`config.mk`:
```
export PLATFORM = sky130hd
export DESIGN_NAME = dff_mux_sel_arb
export DESIGN_NICKNAME = d
export VERILOG_FILES = /design/src/rtl/dff_mux_sel_arb.sv
export SDC_FILE = /design/constraint.sdc
export NUM_CORES = 1
export LEC_CHECK = 0
export BUFFER_PORTS_ARGS = -buffer_cell sky130_fd_sc_hd__buf_2
export CAP_MARGIN = 20
export CORE_UTILIZATION = 52
export DETAILED_ROUTE_END_ITERATION = 8
export PLACE_DENSITY = 0.79
export SETUP_SLACK_MARGIN = 0.5
export SLEW_MARGIN = 25
export SYNTH_ARGS = -nofsm -noshare
export SYNTH_HDL_FRONTEND = slang
export SYNTH_SLANG_ARGS = --single-unit
```
`constraint.sdc`:
```
create_clock -name clk -period 3.6 [get_ports clk]
set_input_delay 0.54 -clock clk [delete_from_list [all_inputs] [get_ports clk]]
set_output_delay 0.54 -clock clk [all_outputs]
set_load 0.01 [all_outputs]
```
`src/rtl/dff_mux_sel_arb.sv`:
```
// dff_mux_sel_arb: round-robin arbiter with hold counter driving a registered 2:1 mux select
module dff_mux_sel_arb #(
  parameter int HOLD_W = 4
) (
  input  logic              clk,
  input  logic              rst_n,
  input  logic              req1,
  input  logic              req2,
  input  logic [HOLD_W-1:0] hold_len,
  output logic              s,
  output logic              gnt1,
  output logic              gnt2,
  output logic              busy,
  output logic [7:0]        sw_cnt
);
  typedef enum logic [1:0] {IDLE, G1, G2} state_t;
  state_t state_q, state_d, arb, oth;
  logic [HOLD_W-1:0] cnt_q, cnt_d;
  logic last_q, last_d, s_q, s_d, gnt1_q, gnt2_q, busy_q, own, other, keep;
  logic [7:0] sw_q;
  assign s      = s_q;
  assign gnt1   = gnt1_q;
  assign gnt2   = gnt2_q;
  assign busy   = busy_q;
  assign sw_cnt = sw_q;
  // next-state: arbitration from IDLE, release/expiry handling while granted
  always_comb begin
    arb     = (req1 & req2) ? (last_q ? G1 : G2) : req1 ? G1 : req2 ? G2 : IDLE;
    own     = (state_q == G1) ? req1 : req2;
    other   = (state_q == G1) ? req2 : req1;
    oth     = (state_q == G1) ? G2 : G1;
    keep    = own & (cnt_q < hold_len);
    state_d = (state_q == IDLE) ? arb :
              !own ? (other ? oth : IDLE) :
              keep ? state_q : (other ? oth : state_q);
    cnt_d   = (state_q != IDLE && keep) ? cnt_q + 1'b1 : '0;
    last_d  = (state_d == G1) ? 1'b0 : (state_d == G2) ? 1'b1 : last_q;
    s_d     = (state_d == G1) ? 1'b0 : (state_d == G2) ? 1'b1 : s_q;
  end
  // state and registered outputs; last winner resets to source 2 so source 1 wins first contention
  always_ff @(posedge clk or negedge rst_n) begin
    if (!rst_n) begin
      state_q <= IDLE;
      cnt_q   <= '0;
      last_q  <= 1'b1;
      s_q     <= 1'b0;
      gnt1_q  <= 1'b0;
      gnt2_q  <= 1'b0;
      busy_q  <= 1'b0;
      sw_q    <= 8'd0;
    end else begin
      state_q <= state_d;
      cnt_q   <= cnt_d;
      last_q  <= last_d;
      s_q     <= s_d;
      gnt1_q  <= (state_d == G1);
      gnt2_q  <= (state_d == G2);
      busy_q  <= (state_d != IDLE);
      sw_q    <= sw_q + {7'd0, s_d != s_q};
    end
  end
endmodule
```
=== After elaboration in Yosys (flattened, before gate mapping) ===
Index checks and enable logic that the tools add are counted.

* Register bits: 19
* Input port bits: 8
* Output and inout bits: 12
* Logic and storage cells: 39

* Add/subtract/negate cells: 2
* $lt $le $gt $ge: 1
* Eq/ne operators: 4
* Muxes and demuxes: 17
* Bitwise logic cells: 2
* Reduce and logical (&&, ||, !) cells: 5

{| class="wikitable"
|+ Operator list
! kind !! count
|-
| $mux W2 || 10
|-
| $add A8 B1 Y8 || 1
|-
| $mux W1 || 6
|-
| $reduce_bool A2 Y1 || 3
|-
| $add A4 B1 Y4 const B || 1
|-
| $eq A2 B1 Y1 const B || 2
|-
| $lt A4 B4 Y1 || 1
|-
| $mux W4 || 1
|-
| $and A1 B1 Y1 || 2
|-
| $eq A2 B2 Y1 const B || 1
|-
| $logic_not A2 Y1 || 1
|-
| $logic_and A1 B1 Y1 || 1
|-
| $ne A1 B1 Y1 || 1
|}

=== Logic depth before layout (Yosys ltp) ===
Gate-level depths: netlist of the first run.

* Depth in word-level cells: 11
* Depth in mapped cells: 15

=== Worst setup path after synthesis of the first run ===
Ideal clock, no wire load.

* Path type: in2reg
* From: input hold_len[2]
* To: register sw_q[6], in the netlist sw_cnt[6]
* Setup time: 0.125 ns
* Data arrival time: 3.064 ns
* Data required time: 3.475 ns
* Path slack: 0.411 ns
* Stages on the path: 15
* Cells stage by stage: inv_1 > ha_1 > and3_1 > and2_1 > o311a_4 > or3_1 > ha_1 > nor2_1 > nand2_1 > nand2_1 > ha_1 > ha_1 > and3_1 > nand3_1 > xnor2_1

* Longest elaborated chain between the ends: 10

{| class="wikitable"
|+ Ends and longest elaborated chain
! what !! line !! RTL
|-
| from (decl) || 9 || <nowiki>input logic [HOLD_W-1:0] hold_len,</nowiki>
|-
| $lt A4 B4 Y1 (*) || 32 || <nowiki>keep = own & (cnt_q < hold_len);</nowiki>
|-
| $and A1 B1 Y1 (*) || 32 ||
|-
| $mux W2 (*) || 35 || <nowiki>keep ? state_q : (other ? oth : state_q);</nowiki>
|-
| $mux W2 (*) || 34 || <nowiki>!own ? (other ? oth : IDLE) :</nowiki>
|-
| $mux W2 (*) || 33 || <nowiki>state_d = (state_q == IDLE) ? arb :</nowiki>
|-
| $eq A2 B2 Y1 || 38 || <nowiki>s_d = (state_d == G1) ? 1'b0 : (state_d == G2) ? 1'b1 : s_q;</nowiki>
|-
| $mux W1 || 38 ||
|-
| $mux W1 (*) || 38 ||
|-
| $ne A1 B1 Y1 (*) || 59 || <nowiki>sw_q <= sw_q + {7'd0, s_d != s_q};</nowiki>
|-
| $add A8 B1 Y8 (*) || 59 ||
|-
| to (signal assigned) || 59 ||
|-
| to (decl) || 20 || <nowiki>logic [7:0] sw_q;</nowiki>
|}

Mark *: on every way between the ends. The rest lies on a longest branch, timed or not.
A chain may end at the register's enable or synchronous reset.

=== Final worst setup path of the first run ===
* From: register cnt_q[2]
* To: register sw_q[6], in the netlist sw_cnt[6]

* Longest elaborated chain between the ends: 10

{| class="wikitable"
|+ Ends and longest elaborated chain
! what !! line !! RTL
|-
| from (decl) || 18 || <nowiki>logic [HOLD_W-1:0] cnt_q, cnt_d;</nowiki>
|-
| from (signal assigned) || 53 || <nowiki>cnt_q <= cnt_d;</nowiki>
|-
| $lt A4 B4 Y1 (*) || 32 ||
|-
| $and A1 B1 Y1 (*) || 32 ||
|-
| $mux W2 (*) || 35 ||
|-
| $mux W2 (*) || 34 ||
|-
| $mux W2 (*) || 33 ||
|-
| $eq A2 B2 Y1 || 38 ||
|-
| $mux W1 || 38 ||
|-
| $mux W1 (*) || 38 ||
|-
| $ne A1 B1 Y1 (*) || 59 ||
|-
| $add A8 B1 Y8 (*) || 59 ||
|}

Marks and branches as above.

==> results.py, run 1 <==
metrics = {
    "status": {
        "outcome": "finished, final reports clean",
    },
    "clock_network": {
        "cts_buffers": 3,
        "cts_htree_levels": 1,
        "cts.sinks": 19,
        "clkTransAtPathRegs_ns": 0.10,
        "cts_tree": "built",
        "clk_latency_ns": 0.30,
        "cts_buffer_depth": 2,
        "clockRootBuffer": "clkbuf_4",
    },
    "worst_setup_path": {
        "reg2reg_to": "sw_cnt[6]",
        "start_kind": "flop",
        "r2r_setup_slack_ns": 0.62,
        "crit_arrival_ns": 3.18,
        "end_kind": "flop",
        "r2r_cells": 14,
        "timing.rr.start": "cnt_q[2]",
        "crit_path_end": "sw_cnt[6]",
        "worstPathMaxFanout": 5,
        "worstPathRequired_ns": 3.80,
        "path_class": "flop to flop",
        "crit_path_start": "cnt_q[2]",
    },
    "global_route": {
        "track_usage_pct": 19.2,
        "grt_max_degree": 20,
        "grt_pass1_vias": 625,
        "antenna_found_initial": 0,
        "grt_pass1_wl_um": 2600,
        "grt_overflow": 0,
    },
    "layout": {
        "syn2layout_area_growth_pct": 25.0,
        "layout_common_cells": "buf_2 (19), dfrtp_1 (18), nand2_1 (8), nor2_1 (6)",
        "drive_above_1_share_pct": 36.7,
        "multi_input_area_um2": 504,
        "layout_commonest_cell": "buf_2",
        "nets": 127,
        "antenna_cells": 0,
        "seq_area_um2": 477,
        "instances_no_fill": 133,
        "n_fill_cell": 121,
    },
    "place": {
        "dp_slack_ns": 0.213,
        "port_buffers": 19,
        "hpwl_um": 1260,
        "gp_congestion": 0.750,
        "place_inst": 126,
    },
    "floorplanning": {
        "die_h_um": 44.5,
        "io_pins": 20,
        "initial_core_util_pct": 58.9,
        "core_um2": 1590,
        "num_rows": 14,
        "die_w_um": 44.5,
        "die-area_um2": 1980,
    },
    "logic_synthesis": {
        "ys_seq_area_share_pct": 50.7,
        "yosysWarnings": 0,
        "synth_top_family_by_area": "simple AND/OR/NAND/NOR gates",
        "synthAdderAreaFrac_pct": 12.0,
        "synth_xor_area_share_pct": 7.46,
        "syn_area_um2": 940,
        "synth_cell_types": 25,
        "synth_mux_area_share_pct": 1.07,
        "synth_compound_area_share_pct": 10.3,
        "synth-simple-area-share_pct": 16.5,
        "ys_seq_elements": 19,
        "synth.avg_cell_area_um2": 11.3,
        "synth_cells": 83,
        "synth_fp_nets": 100,
    },
    "route": {
        "routedWlPerCell_um": 12.1,
        "first_pass_iters": 2,
        "vias": 677,
        "vias_per_cell": 5.09,
        "drtAntennaViolNets": 0,
        "drc": 0,
        "drtIter0Drc": 8,
        "drt-total-wl_um": 1610,
    },
    "sta": {
        "setup_viol": 0,
        "period_minus_slack_ns": 2.98,
        "fin_ws_ns": 0.624,
        "rsz0062_at_grt": "no",
        "relSlewSlack_pct": 73.3,
        "whs_ns": 0.146,
        "hold_viol": 0,
        "fin_crit_sh_pct": 82.7,
        "clock.fmax_mhz": 336,
        "finalClockSkew_ns": 0.00773,
        "drv_slew": 0,
        "totalNegativeSetupSlack_ns": 0,
        "tightest_slew_ns": 0.401,
    },
    "power": {
        "powerDensity_nw_per_um2": 607,
        "irDropWorstVdd_v": 0.000427,
        "power_uw": 714,
        "p_leak_nw": 0.605,
    },
    "hold_path": {
        "worst_hold_path_type": "primary input to asynchronous set/reset pin",
    },
    "flow_run": {
        "maxCapViolations": 0,
    },
}
## where the power goes
part / leakage [nW] / total, mW / switching [mW] / internal [mW]
clock network: 0.0177 / 0.105 / 0.0631 / 0.0415
logic: 0.346 / 0.268 / 0.136 / 0.131
registers: 0.242 / 0.341 / 0.0586 / 0.283
## state kept, by name, indices dropped and copies added, names as in the netlist
| register | count |
|---|---|
| last_q | 1 |
| gnt1 | 1 |
| cnt_q | 4 |
| busy | 1 |
| s | 1 |
| state_q | 2 |
| sw_cnt | 8 |
| gnt2 | 1 |
## cells in the mapped netlist
master | n | share of area (%)
nand3b_1 | 1 | 0.80
xor2_1 | 4 | 3.7
nor3_1 | 2 | 1.1
nor2_1 | 7 | 2.8
dfstp_2 | 1 | 2.8
dfrtp_1 | 18 | 48
nand3_1 | 5 | 2.7
a32o_1 | 1 | 1.1
ha_1 | 9 | 12
mux2i_1 | 1 | 1.1
o31ai_1 | 2 | 1.6
inv_1 | 5 | 2.0
and3_1 | 3 | 2.0
or3_1 | 1 | 0.67
a21boi_4 | 1 | 2.0
a21oi_1 | 1 | 0.53
and2_1 | 2 | 1.3
nor4_1 | 1 | 0.67
xnor2_1 | 4 | 3.7
a311o_1 | 1 | 1.1
nand2_1 | 8 | 3.2
a311oi_1 | 1 | 0.93
a22oi_1 | 1 | 0.80
nand2b_1 | 2 | 1.3
o311a_4 | 1 | 2.3
## final cells by class
type | count | area share [%]
Clock buffer | 3 | 1.92
Tap cell | 24 | 2.56
Sequential cell | 19 | 40.6
Multi-Input combinational cell | 59 | 42.9
Timing Repair Buffer | 22 | 10.0
Clock inverter | 1 | 0.426
Inverter | 5 | 1.60
## routing by layer
| layer | up-vias | routed length [µm] | track usage, % | share of wire [%] |
|---|---|---|---|---|
| met1 | 322 | 655 | 21.6 | 41 |
| met3 | 5 | 79 | 7.35 | 4.9 |
| li1 | 337 | - | - | - |
| met5 | - | 0 | 0 | 0 |
| met2 | 13 | 837 | 31.2 | 52 |
| met4 | 0 | 42 | 10.9 | 2.6 |
## metrics by stage
stage	util [%]	cell area [µm²]
2_1_floorplan	-	965
3_3_place_gp	68.4	1090
3_5_place_dp	68.4	1090
4_1_cts	71.0	1130
5_1_grt	73.7	1170
6_report	73.7	1170
## critical path, stage by stage (launching register included)
cell,delay [ns]
dfrtp_1,0.40
ha_1,0.29
and3_4,0.19
and2_4,0.16
o311a_4,0.32
or3_4,0.36
ha_4,0.19
nor2_1,0.08
nand2_1,0.05
nand2_1,0.06
ha_2,0.17
ha_2,0.18
and3_4,0.19
nand3_1,0.09
xnor2_1,0.13
## cell families (layout without fill, tap and decap cells)
family / Yosys count / after routing
buffers and inverters: 5 / 31
adders and majority gates: 9 / 9
xor gates and xnor gates: 8 / 8
DFF: 19 / 19
and+or+nand+nor: 32 / 32
AOI/OAI and AO/OA: 9 / 9
muxes: 1 / 1
## worst min-delay path by stage
stage                          from  slack, ns        end
after global routing          rst_n       0.15   cnt_q[3]
after CTS                     rst_n       0.15   cnt_q[3]
after global placement    sw_cnt[7]       0.46  sw_cnt[7]
after detailed placement   cnt_q[0]       0.47   cnt_q[0]
final                         rst_n       0.15   cnt_q[3]
after floorplan               rst_n       0.24       busy
## repair_timing
| action | in CTS | in global routing |
|---|---|---|
| resized for setup | 1 | 6 |
| setup endpoints to repair | 2 | 4 |
| buffers inserted | 1 | 2 |
| hold buffers | 0 | 0 |
| pin swaps | 0 | 2 |
Power figures use the tool's default switching activity.
==> inputs of run 2 (changes only) <==
ABC_AREA = 1   (was not set)
CORE_UTILIZATION = 47   (was 52)
PLACE_DENSITY = 0.75   (was 0.79)
clock period = 2.5 ns   (was 3.6 ns; I/O delays follow)
==> results.py, run 2 <==
metrics = {
    "status": {
        "outcome": "finished with violations",
        "violations": "negative hold slack",
    },
    "worst_setup_path": {
        "crit_path_start": "cnt_q[3]",
        "timing.rr.start": "cnt_q[3]",
        "crit_top_cell": "nand2_2",
        "start_kind": "flop",
        "critical-path-top-delay-family": "adder cells",
        "crit_chain": "ha_4 -> a21o_4 -> nor2_4 -> nand2_2 -> nand2_2 -> nand2_2 -> nand2_2 -> nand2_4 -> ha_4 -> nor2_4 -> nor2_4 -> xor2_1 -> ha_2 -> ha_4 -> nand3_2 -> xor2_1",
        "cpPeakStageDelay_ns": 0.42,
        "worstPathRequired_ns": 2.70,
        "critical_path_depth": 16,
        "crit_arrival_ns": 2.70,
        "crit_slowest_cell": "dfrtp_1",
        "end_kind": "flop",
        "path_class": "flop to flop",
        "worstPathMaxFanout": 3,
        "r2r_cells": 16,
        "cp_num_buf_inv": 0,
    },
    "global_route": {
        "grt_max_degree": 20,
        "grt_pass1_wl_um": 2590,
        "antenna_found_initial": 0,
        "grt_pass1_vias": 649,
        "track_usage_pct": 17.0,
        "grt_overflow": 0,
    },
    "floorplanning": {
        "num_rows": 16,
        "initial_core_util_pct": 49.7,
        "die_h_um": 47.3,
        "die_w_um": 47.3,
        "core_um2": 1940,
        "io_pins": 20,
        "die-area_um2": 2240,
    },
    "layout": {
        "syn2layout_area_growth_pct": 36.3,
        "antenna_cells": 0,
        "largest_register_ffs": 8,
        "finish.instance_area_um2": 1320,
        "final_util_pct": 67.7,
        "layout_common_cells": "buf_2 (19), dfrtp_1 (18), inv_1 (14), nand2_1 (13), buf_4 (12)",
        "instances_no_fill": 162,
        "layout_commonest_cell": "buf_2",
        "nets": 153,
        "drive_above_1_share_pct": 48.1,
    },
    "sta": {
        "rsz0062_at_grt": "yes",
        "drv_slew": 0,
        "totalNegativeSetupSlack_ns": 0,
        "fin_ws_ns": 0.00371,
        "period_minus_slack_ns": 2.50,
        "setup_viol": 0,
        "fin_crit_sh_pct": 99.9,
        "hold_viol": 11,
        "relSlewSlack_pct": 71.6,
        "finalClockSkew_ns": 0.0101,
        "tightest_slew_ns": 0.427,
        "clock.fmax_mhz": 401,
        "whs_ns": -0.00842,
    },
    "clock_network": {
        "cts_tree": "built",
        "cts_buffers": 3,
        "cts_htree_levels": 1,
        "cts.sinks": 19,
        "cts_buffer_depth": 2,
        "cts_hold_buf": 0,
        "clk_latency_ns": 0.30,
        "clkTransAtPathRegs_ns": 0.11,
        "clockRootBuffer": "clkbuf_4",
    },
    "power": {
        "p_seq_share_pct": 37.3,
        "p_leak_nw": 0.692,
        "switching_share_pct": 40.2,
        "p_switching_uw": 590,
        "power_mw": 1.47,
        "powerDensity_nw_per_um2": 1120,
        "pwr-share-clk_pct": 10.5,
        "irDropWorstVdd_v": 0.000727,
        "p_comb_share_pct": 52.2,
        "p_int_uw": 878,
    },
    "route": {
        "vias": 741,
        "first_pass_iters": 4,
        "routedWlPerCell_um": 10.4,
        "vias_per_cell": 4.57,
        "drc": 0,
        "drt-total-wl_um": 1680,
        "drtIter0Drc": 7,
        "drtAntennaViolNets": 0,
    },
    "logic_synthesis": {
        "synth_commonest_cells": "dfrtp_1 (18), nand2_1 (17), inv_1 (14)",
        "synth.largest_area_cell": "dfrtp_1",
        "synth_edf_count": 0,
        "syn_area_um2": 965,
        "synth_area_leaders": "dfrtp_1 (47%), ha_1 (12%), nand2_1 (6.6%)",
        "synth_cell_types": 18,
        "synth_top_area_share_pct": 46.7,
        "ys_seq_elements": 19,
        "ys_async_sr_fraction_pct": 100,
        "synth_fp_nets": 117,
        "yosysWarnings": 0,
        "synth_cells": 100,
        "synth_flop_cell": "dfrtp_1",
        "synth.avg_cell_area_um2": 9.65,
        "yosysMostFrequentCell": "dfrtp_1",
        "ys_seq_area_share_pct": 49.4,
    },
    "place": {
        "dp_slack_ns": -0.147,
        "placed_cell_area_um2": 1170,
        "gp_congestion": 0.729,
        "port_buffers": 19,
        "place_inst": 150,
        "hpwl_um": 1280,
    },
    "hold_path": {
        "worst_hold_path_type": "primary input to asynchronous set/reset pin",
    },
    "flow_run": {
        "maxCapViolations": 0,
    },
}
## run 2: changes by cell type after synthesis, moves of 2 or more
cell | previous run | this run
nand2_1 | 8 | 17
nand2_2 | 0 | 4
o31ai_1 | 2 | 0
nor2_2 | 0 | 4
nor3_1 | 2 | 0
nand3_1 | 5 | 9
inv_1 | 5 | 14
o21ai_0 | 0 | 2
nand2b_1 | 2 | 0
and3_1 | 3 | 0
and2_1 | 2 | 0
## run 2: logic make-up (layout without fill, tap and decap cells)
kind of cell               after synthesis  after routing  share of synthesized area [%]
xor gates and xnor gates                 9              9                           8.17
buffers and inverters                   16             51                           6.35
and+or+nand+nor                         43             43                           21.3
AOI/OAI and AO/OA                        4              4                           3.11
DFF                                     19             19                           49.4
adders and majority gates                9              9                           11.7
## run 2: worst paths after layout
| kind | end | slack, ns |
|---|---|---|
| worst max register to register | sw_cnt[4] | 0.004 |
| min in group clk | state_q[1] | 0.44 |
| worst min register to register | sw_cnt[7] | 0.47 |
| worst min-delay path | sw_cnt[6] | -0.008 |
| max in group asynchronous | last_q | 2.17 |
| worst max-delay path | sw_cnt[4] | 0.004 |
## run 2: what timing repair did
item,CTS,global route
pin swaps,6,2
setup buffers,5,3
setup endpoints to repair,8,8
gates resized for setup,7,4
## run 2: final cells by class
cell class                 instances  area (µm²)
clock buffer                       3        22.5
clock inverter                     1        5.00
fill                             157         627
inverter                          16        61.3
multi-input combinational         65         531
sequential                        19         477
tap                               27        33.8
timing repair buffer              31         185
## run 2: power groups by stage
stage / logic [mW] / registers [mW] / clock network [mW]
after floorplan: 0.378 / 0.583 / 0
after global placement: 0.602 / 0.546 / 0
after detailed placement: 0.623 / 0.552 / 0
after CTS: 0.710 / 0.547 / 0.157
after global routing: 0.871 / 0.568 / 0.168
final: 0.766 / 0.548 / 0.154
## run 2: routing by layer
metal,up-vias,GRT usage (%),wire length [µm]
met4,0,6.86,29
met3,4,3.46,38
met5,-,0,0
li1,378,-,-
met1,348,20.5,754
met2,11,29.3,855
## run 2: worst register-to-register path: stages, from the launching register on
cell and delay (ns):
dfrtp_1 0.42, ha_4 0.23, a21o_4 0.20, nor2_4 0.08
nand2_2 0.08, nand2_2 0.09, nand2_2 0.07, nand2_2 0.08
nand2_4 0.06, ha_4 0.16, nor2_4 0.09, nor2_4 0.05
xor2_1 0.17, ha_2 0.25, ha_4 0.16, nand3_2 0.08
xor2_1 0.15
==> inputs of run 3 (changes only) <==
CORE_UTILIZATION = 56   (was 47)
PLACE_DENSITY = 0.83   (was 0.75)
clock period = 3.16 ns   (was 2.5 ns; I/O delays follow)
==> results.py, run 3 (same netlist as run 2, synthesis figures left out) <==
metrics = {
    "clock_network": {
        "cts_htree_levels": 1,
        "clk_latency_ns": 0.29,
        "cts_tree": "built",
        "cts_buffer_depth": 2,
        "cts_hold_buf": 0,
        "clkTransAtPathRegs_ns": 0.10,
        "cts_buffers": 3,
        "clockRootBuffer": "clkbuf_4",
        "cts.sinks": 19,
    },
    "power": {
        "p_seq_share_pct": 40.2,
        "pwr-share-clk_pct": 10.8,
        "p_switching_uw": 462,
        "p_comb_share_pct": 49.1,
        "switching_share_pct": 42.1,
        "irDropWorstVdd_v": 0.000586,
        "p_int_uw": 635,
        "p_leak_nw": 0.640,
        "powerDensity_nw_per_um2": 897,
    },
    "route": {
        "routedWlPerCell_um": 13.0,
        "drc": 0,
        "drtIter0Drc": 16,
        "vias_per_cell": 5.07,
        "first_pass_iters": 4,
        "drt-total-wl_um": 1850,
        "vias": 720,
        "drtAntennaViolNets": 0,
    },
    "floorplanning": {
        "initial_core_util_pct": 61.9,
        "die_h_um": 43.5,
        "io_pins": 20,
        "num_rows": 14,
        "die-area_um2": 1890,
        "core_um2": 1560,
        "die_w_um": 43.5,
    },
    "status": {
        "outcome": "finished, final reports clean",
    },
    "layout": {
        "multi_input_area_um2": 520,
        "layout_common_cells": "buf_2 (19), dfrtp_1 (18), inv_1 (14), nand2_1 (12), nand2_2 (9)",
        "seq_area_um2": 477,
        "syn2layout_area_growth_pct": 26.7,
        "largest_register_ffs": 8,
        "drive_above_1_share_pct": 45.2,
        "layout_commonest_cell": "buf_2",
        "n_fill_cell": 108,
        "finish.instance_area_um2": 1220,
        "antenna_cells": 0,
        "nets": 144,
    },
    "sta": {
        "tightest_slew_ns": 0.417,
        "clock.fmax_mhz": 388,
        "drv_slew": 0,
        "totalNegativeSetupSlack_ns": 0,
        "setup_viol": 0,
        "whs_ns": 0.0990,
        "fin_crit_sh_pct": 81.5,
        "hold_viol": 0,
        "rsz0062_at_grt": "yes",
        "period_minus_slack_ns": 2.57,
        "finalClockSkew_ns": 0.00408,
        "relSlewSlack_pct": 72.2,
    },
    "worst_setup_path": {
        "crit_arrival_ns": 2.76,
        "worstPathRequired_ns": 3.34,
        "end_kind": "flop",
        "path_class": "flop to flop",
        "worstPathMaxFanout": 3,
        "start_kind": "flop",
        "r2r_cells": 16,
    },
    "global_route": {
        "track_usage_pct": 19.3,
        "grt_pass1_wl_um": 2600,
        "grt_pass1_vias": 656,
        "grt_max_degree": 20,
        "grt_overflow": 0,
        "antenna_found_initial": 0,
    },
    "place": {
        "gp_congestion": 0.873,
        "hpwl_um": 1150,
        "placed_cell_area_um2": 1080,
        "port_buffers": 19,
    },
    "hold_path": {
        "worst_hold_path_type": "primary input to asynchronous set/reset pin",
    },
    "flow_run": {
        "maxCapViolations": 0,
    },
}
[run 3: area by class of cell]
| class | instances | share of cell area (%) |
|---|---|---|
| Multi-Input combinational cell | 65 | 42.6 |
| Sequential cell | 19 | 39.0 |
| Timing Repair Buffer | 22 | 9.62 |
| Inverter | 16 | 5.02 |
| Clock buffer | 4 | 2.15 |
| Tap cell | 16 | 1.64 |
[run 3: through the flow]
step	instances	util (%)	power (mW)	setup slack [ns]
after floorplan	100	-	0.719	0.502
after global placement	135	69.4	0.839	0.305
after detailed placement	135	69.4	0.856	0.243
after CTS	140	72.6	0.998	0.514
after global routing	142	78.4	1.18	0.450
final	142	78.4	1.10	0.586
[run 3: timing repair]
action                     4_1_cts  5_1_grt
buffers inserted                 1        2
setup endpoints to repair        2        7
gates resized for setup          3       18
pin swaps                        2       10
[run 3: per-layer routing]
metal / track usage (%) / vias to the layer above / part of all wire (%)
li1: - / 362 / -
met1: 22.3 / 335 / 41
met2: 32.4 / 21 / 54
met3: 7.50 / 2 / 4.5
met4: 7.50 / 0 / 0.59
met5: 0 / - / 0
[run 3: final timing paths]
check                      slack [ns]         to      start
hold / removal                    0.1  sw_cnt[6]      rst_n
setup / recovery                 0.59  sw_cnt[2]   cnt_q[3]
hold reg to reg                  0.47  sw_cnt[7]  sw_cnt[7]
max in group asynchronous        2.73     last_q      rst_n
min in group clk                 0.47  sw_cnt[7]  sw_cnt[7]
setup reg to reg                 0.59  sw_cnt[2]   cnt_q[3]
[run 3: power by group through the flow]
stage               registers, mW  logic [mW]  clock network (mW)
floorplan                   0.455       0.264                   0
global placement            0.429       0.410                   0
detailed placement          0.431       0.425                   0
CTS                         0.430       0.446               0.122
global route                0.451       0.595               0.132
finish                      0.440       0.538               0.118
[run 3: critical path: stages (launching register included)]
cell and delay (ns):
dfrtp_1 0.42, ha_4 0.23, a21o_4 0.20, nor2_4 0.09
nand2_2 0.08, nand2_2 0.09, nand2_2 0.07, nand2_2 0.07
nand2_2 0.08, ha_4 0.18, nor2_4 0.10, nor2_4 0.05
xor2_1 0.16, ha_2 0.21, ha_4 0.18, buf_4 0.13
xor2_1 0.13
